### config.mk
export PLATFORM = sky130hd
export DESIGN_NAME = mem_stage_flat
export DESIGN_NICKNAME = d
export VERILOG_FILES = /design/src/rtl/mem_stage_if.sv /design/src/rtl/mem_stage.sv /design/src/flat_wrapper.sv
export SDC_FILE = /design/constraint.sdc
export NUM_CORES = 2
export LEC_CHECK = 0
export ABC_AREA = 1
export CAP_MARGIN = 5
export CORE_MARGIN = 8
export CORE_UTILIZATION = 40
export DETAILED_ROUTE_END_ITERATION = 12
export SYNTH_ARGS = -nofsm -noshare
export SYNTH_HDL_FRONTEND = slang
export SYNTH_SLANG_ARGS = --single-unit
### constraint.sdc
create_clock -name clk -period 2.9 [get_ports clk]
set_input_delay 0.435 -clock clk [delete_from_list [all_inputs] [get_ports clk]]
set_output_delay 0.435 -clock clk [all_outputs]
set_load 0.01 [all_outputs]
### src/rtl/mem_stage_if.sv
// mem_stage_if: execute-to-memory stage bundle plus the writeback/forwarding
// signals returned by the memory stage.
`default_nettype none

interface mem_stage_if #(
  parameter int WIDTH = 16
) ();
  logic [WIDTH-1:0] result;
  logic             do_exe_reg_write;
  logic [3:0]       exe_reg_addr;
  logic             is_load;
  logic             is_store;
  logic [WIDTH-1:0] store_data;
  logic             do_branch;
  logic             do_halt;
  logic [WIDTH-1:0] mem_value;
  logic             mem_reg_write;
  logic [3:0]       mem_reg_addr;
  logic             flushing;
  logic             halted;

  modport master (
    output result, do_exe_reg_write, exe_reg_addr, is_load, is_store,
           store_data, do_branch, do_halt,
    input  mem_value, mem_reg_write, mem_reg_addr, flushing, halted
  );

  modport slave (
    input  result, do_exe_reg_write, exe_reg_addr, is_load, is_store,
           store_data, do_branch, do_halt,
    output mem_value, mem_reg_write, mem_reg_addr, flushing, halted
  );
endinterface

`default_nettype wire

### src/rtl/mem_stage.sv
// mem_stage: data-memory access and register writeback, with branch squash
// window and sticky halt tracking.
`default_nettype none

module mem_stage #(
  parameter int WIDTH       = 16,
  parameter int ADDR_WIDTH  = 8,
  parameter int FLUSH_DEPTH = 2
) (
  input  logic        clk,
  input  logic        rst,
  mem_stage_if.slave  bus
);

  localparam int         DEPTH      = 1 << ADDR_WIDTH;
  localparam logic [2:0] FLUSH_INIT = 3'(FLUSH_DEPTH);

  // Data memory is power-on zero and deliberately outside the reset domain.
  logic [WIDTH-1:0] mem_q [DEPTH] = '{default: '0};

  logic [WIDTH-1:0] mem_value_q, mem_value_d;
  logic             reg_write_q, reg_write_d;
  logic [3:0]       reg_addr_q,  reg_addr_d;
  logic [2:0]       fcnt_q,      fcnt_d;
  logic             halted_q,    halted_d;
  logic             rel_q,       rel_d;

  logic [ADDR_WIDTH-1:0] addr;
  logic                  flushing;
  logic                  valid;
  logic                  mem_we;
  logic                  do_load;

  assign addr     = bus.result[ADDR_WIDTH-1:0];
  assign flushing = (fcnt_q != 3'd0);
  assign valid    = !flushing && !halted_q;
  assign do_load  = bus.is_load && !bus.is_store;
  assign mem_we   = rst && valid && bus.is_store;

  // State register
  always_ff @(posedge clk or negedge rst) begin
    if (!rst) begin
      mem_value_q <= '0;
      reg_write_q <= 1'b0;
      reg_addr_q  <= 4'd0;
      fcnt_q      <= 3'd0;
      halted_q    <= 1'b1;
      rel_q       <= 1'b1;
    end else begin
      mem_value_q <= mem_value_d;
      reg_write_q <= reg_write_d;
      reg_addr_q  <= reg_addr_d;
      fcnt_q      <= fcnt_d;
      halted_q    <= halted_d;
      rel_q       <= rel_d;
    end
  end

  always_ff @(posedge clk) begin
    if (mem_we) begin
      mem_q[addr] <= bus.store_data;
    end
  end

  // Next-state logic
  always_comb begin
    mem_value_d = do_load ? mem_q[addr] : bus.result;
    reg_addr_d  = bus.exe_reg_addr;
    reg_write_d = valid && !bus.is_store && bus.do_exe_reg_write;
    fcnt_d      = fcnt_q;
    if (valid && bus.do_branch) begin
      fcnt_d = FLUSH_INIT;
    end else if (flushing) begin
      fcnt_d = fcnt_q - 3'd1;
    end
    // The reset-time halt is only held past the first edge by a real do_halt.
    rel_d    = 1'b0;
    halted_d = (bus.do_halt && !flushing) || (halted_q && !rel_q);
  end

  // Outputs
  always_comb begin
    bus.mem_value     = mem_value_q;
    bus.mem_reg_write = reg_write_q;
    bus.mem_reg_addr  = reg_addr_q;
    bus.flushing      = flushing;
    bus.halted        = halted_q;
  end

endmodule

`default_nettype wire

### src/flat_wrapper.sv
// flat-port wrapper written by rule: the top's interface ports become plain ports
module mem_stage_flat 
#(
  parameter int WIDTH       = 16,
  parameter int ADDR_WIDTH  = 8,
  parameter int FLUSH_DEPTH = 2
)
  (clk, rst, bus_result, bus_do_exe_reg_write, bus_exe_reg_addr, bus_is_load, bus_is_store, bus_store_data, bus_do_branch, bus_do_halt, bus_mem_value, bus_mem_reg_write, bus_mem_reg_addr, bus_flushing, bus_halted);
  mem_stage_if #(.WIDTH(WIDTH)) bus_i ();
  input  logic clk;
  input  logic rst;
  input wire logic [$bits(bus_i.result)-1:0] bus_result;
  input wire logic [$bits(bus_i.do_exe_reg_write)-1:0] bus_do_exe_reg_write;
  input wire logic [$bits(bus_i.exe_reg_addr)-1:0] bus_exe_reg_addr;
  input wire logic [$bits(bus_i.is_load)-1:0] bus_is_load;
  input wire logic [$bits(bus_i.is_store)-1:0] bus_is_store;
  input wire logic [$bits(bus_i.store_data)-1:0] bus_store_data;
  input wire logic [$bits(bus_i.do_branch)-1:0] bus_do_branch;
  input wire logic [$bits(bus_i.do_halt)-1:0] bus_do_halt;
  output wire logic [$bits(bus_i.mem_value)-1:0] bus_mem_value;
  output wire logic [$bits(bus_i.mem_reg_write)-1:0] bus_mem_reg_write;
  output wire logic [$bits(bus_i.mem_reg_addr)-1:0] bus_mem_reg_addr;
  output wire logic [$bits(bus_i.flushing)-1:0] bus_flushing;
  output wire logic [$bits(bus_i.halted)-1:0] bus_halted;
  assign bus_i.result = bus_result;
  assign bus_i.do_exe_reg_write = bus_do_exe_reg_write;
  assign bus_i.exe_reg_addr = bus_exe_reg_addr;
  assign bus_i.is_load = bus_is_load;
  assign bus_i.is_store = bus_is_store;
  assign bus_i.store_data = bus_store_data;
  assign bus_i.do_branch = bus_do_branch;
  assign bus_i.do_halt = bus_do_halt;
  assign bus_mem_value = bus_i.mem_value;
  assign bus_mem_reg_write = bus_i.mem_reg_write;
  assign bus_mem_reg_addr = bus_i.mem_reg_addr;
  assign bus_flushing = bus_i.flushing;
  assign bus_halted = bus_i.halted;
  mem_stage #(.WIDTH(WIDTH), .ADDR_WIDTH(ADDR_WIDTH), .FLUSH_DEPTH(FLUSH_DEPTH)) u_core (.clk(clk), .rst(rst), .bus(bus_i));
endmodule
==> results.md <==
* TritonCTS Buffers at 419
* Core area at 413400 um2
* Cell leakage power at 0.07673 uW
* Endpoints failing hold at 0
* CTS sink cnt at 4122
* Worst slew pin tran at 0.8596 ns
* Crit path buffers/inverters at 8
* Slew HR at 42.69%
* Tmin final at 2.882 ns
* WHS at 0.1102 ns
* Avg Synthesized Cell Area at 11.15 um2
* Share of layout cells above drive strength 1 at 11.80%
* Chip Height at 660.3 um
* Fill cell count at 36430
* Clock Skew at 0.06228 ns
* Critical Path Sink Type: flop
* Status: finished clean
* Most frequent cells in the layout: nand2_1 (8146), edfxtp_1 (4096), nor2_1 (895)
* Clock latency on the worst-skew pair at 0.99 ns
* Area growth from synthesis to layout at 19.85%
* Most used cell along the critical path: nand2_1
* Startpoint class of the critical path: primary input
* Final design utilization at 48.14%
* Post-DP HPWL at 331300 um
* Final Power at 127300 uW
* Die Wd at 660.3 um
* Max cap viols at 0
* Clock Tree Buf Depth at 4
* Seq cells post-synth at 4122
* 1st-iter DRT viols at 13200
* Slowest CP cell: nand3_2
* F_max at 0.3470 GHz
* Critical path origin: bus_result[0]
* Clock root buffer: clkbuf_16
* Crit-path cells: buf_8 > inv_8 > buf_12 > buf_12 > buf_12 > buf_4 > nand2_1 > nand2_1 > nand2_1 > nand2_1 > nand2_1 > nand2_1 > nor2_1 > nor2_1 > nor2_1 > nand2_1 > nand2_1 > nand3_2 > buf_4 > nor2_1 > buf_4 > nor2_1
* Worst Setup Path Type: in2reg
* Antenna-violating nets left at 0
* First-pass GRT wire length at 746600 um
* WP data arrival at 3.72 ns
* Cells after Synth at 14890
* Final cycle utilization of the critical path at 99.36%
* Tot GR Track Use at 23.08%
* FP Rows at 236
* Initial core utilization at 40.17%
* Via count at 113000
* Synth unique cells at 26
* R2R depth at 17
* Vias in the first global route at 106600
* Initial antenna violation count at 18
* Final Max Tran Viols at 0
* Final Instance Count excl. Fillers at 21740
* Final GP Congestion at 0.9440
* VDD IR max at 0.4790 mV
* Detailed-route wire length at 519500 um
* Commonest non-fill, non-tap cell in the layout: nand2_1
* Net count reported at finish at 15950
* Min-delay worst type: in2async
* CTS tree: yes
* CP peak stage delay at 0.31 ns
* CP Depth at 22
* Post-synthesis net count at 14940
* Initial DRT Pass Iterations at 8
* Worst-path maximum fanout at 26
* Mapped cell area at 166100 um2
* Setup-failing EPs final at 0
* DR WL/cell at 23.90 um
* Footprint of the multi-input gates at 39030 um2
* Worst Path Required at 3.74 ns
* Post-DR vias/cell at 5.198
* Grt total ovfl at 0
* Dpl cells at 20930
* DRC Markers at 0
* FF-to-FF Start: u_core.mem_q[250][13]$_DFFE_PP_
* Final instance area at 199000 um2
* Sequential area share after synthesis at 74.46%
* Unrepaired setup endpoints after global routing: true
* Top cell family by delay on the critical path: simple AND/OR/NAND/NOR gates
* Die area at 436000 um2
* P per Cell Area at 639.4 nW/um2
* Register Area at 123700 um2
* CTS clock-pin slew for the worst setup and hold paths at 0.06 ns
* Port-buffer cells at 65
* Largest net degree at the start of global routing at 96
* Ys Warns at 0
* Ports at 66
* Cell area after placement at 185400 um2
* Htree depth at 5
[report_power, final]
part	leakage, uW	total [uW]	switching, uW	internal [uW]
clock network	0.00647	52900	23000	29900
registers	0.0371	65600	90.5	65600
logic	0.0332	8750	6200	2550
[area by class of cell]
cell class / count / share of cell area, %
Clock inverter: 255 / 1.122
Clock buffer: 517 / 5.559
Tap cell: 5474 / 3.441
Inverter: 28 / 0.06790
Multi-Input combinational cell: 9979 / 19.61
Timing Repair Buffer: 1356 / 8.060
Sequential cell: 4122 / 62.13
Antenna cell: 9 / 0.01132
[per-stage QoR]
step                      worst slack (ns)  setup TNS, ns
after detailed placement            -1.348       -1723.21
final                              0.01845              0
after CTS                          0.08139              0
after floorplan                    0.03519              0
after global routing              -0.01066       -0.05627
after global placement              -1.346       -1672.68
[cell usage after synthesis]
| cell type | number | area, um2 |
|---|---|---|
| o21ai_0 | 156 | 780.8 |
| nand3_1 | 254 | 1271 |
| a22oi_1 | 12 | 90.09 |
| clkbuf_1 | 280 | 1051 |
| o21ai_1 | 65 | 325.3 |
| dfrtp_1 | 24 | 600.6 |
| clkinv_1 | 4 | 15.01 |
| conb_1 | 1 | 3.750 |
| buf_1 | 79 | 296.5 |
| edfxtp_1 | 4096 | 123000 |
| o21bai_1 | 1 | 7.510 |
| inv_2 | 4 | 15.01 |
| inv_1 | 20 | 75.07 |
| ha_1 | 2 | 25.02 |
| buf_4 | 8 | 60.06 |
| nor3_1 | 2 | 10.01 |
| nand4_1 | 203 | 1270 |
| nand2_1 | 8164 | 30640 |
| buf_6 | 1 | 11.26 |
| nor2_2 | 2 | 12.51 |
| nor2_1 | 914 | 3431 |
| a21oi_1 | 201 | 1006 |
| o22ai_1 | 1 | 6.260 |
| nor3_2 | 1 | 10.01 |
| buf_2 | 397 | 1987 |
| dfstp_2 | 2 | 52.55 |
[path summary, 6_finish.rpt]
path	endpoint	slack, ns
min in group clk	u_core.bus.mem_value[2]$_DFF_PN0_	0.14
setup / recovery	u_core.bus.mem_value[11]$_DFF_PN0_	0.02
setup reg to reg	u_core.bus.mem_value[13]$_DFF_PN0_	0.04
max in group asynchronous	u_core.bus.mem_value[6]$_DFF_PN0_	2.31
hold / removal	u_core.bus.mem_reg_addr[3]$_DFF_PN0_	0.11
hold reg to reg	u_core.bus.halted$_DFF_PN1_	0.50
[what timing repair did]
action                     4_1_cts  5_1_grt
setup endpoints to repair       10      415
pin swaps                        1        1
cloned                           0        0
hold endpoints to repair       438        0
buffers inserted                 2        2
hold buffers                    23        0
gates resized for setup         12        6
[registers in the layout, indices dropped and copies added (netlist names)]
| name | flops |
|---|---|
| u_core.bus.halted | 1 |
| u_core.bus.mem_value | 16 |
| u_core.bus.mem_reg_write | 1 |
| u_core.fcnt_q | 3 |
| u_core.mem_q | 4096 |
| u_core.rel_q | 1 |
| u_core.bus.mem_reg_addr | 4 |
[tightest hold or removal path: cells and delay by family]
| kind | cells | cell delay [ns] |
|---|---|---|
| buf+inv | 3 | 1.11 |
[cells by family (layout without fill, tap and decap cells)]
| logic type | count (synthesis) | after routing | share of synthesized area, % |
|---|---|---|---|
| adder cells (fa/ha/maj) | 2 | 2 | 0.01507 |
| AO/OA/AOI/OAI | 436 | 436 | 1.334 |
| other | 1 | 10 | 0.002258 |
| flip-flops | 4122 | 4122 | 74.46 |
| AND/OR/NAND/NOR | 9540 | 9540 | 22.07 |
| buffers and inverters | 793 | 2156 | 2.114 |
[routing by layer]
layer  GRT usage, %  up-vias  part of all wire, %
met3          4.032      896                  8.8
met5              0        -               0.0052
met4          8.840        4                  4.5
met2          37.01     5041                   46
met1          31.49    55270                   41
li1               -    51800                    -
(Power assumes the default switching activity.)
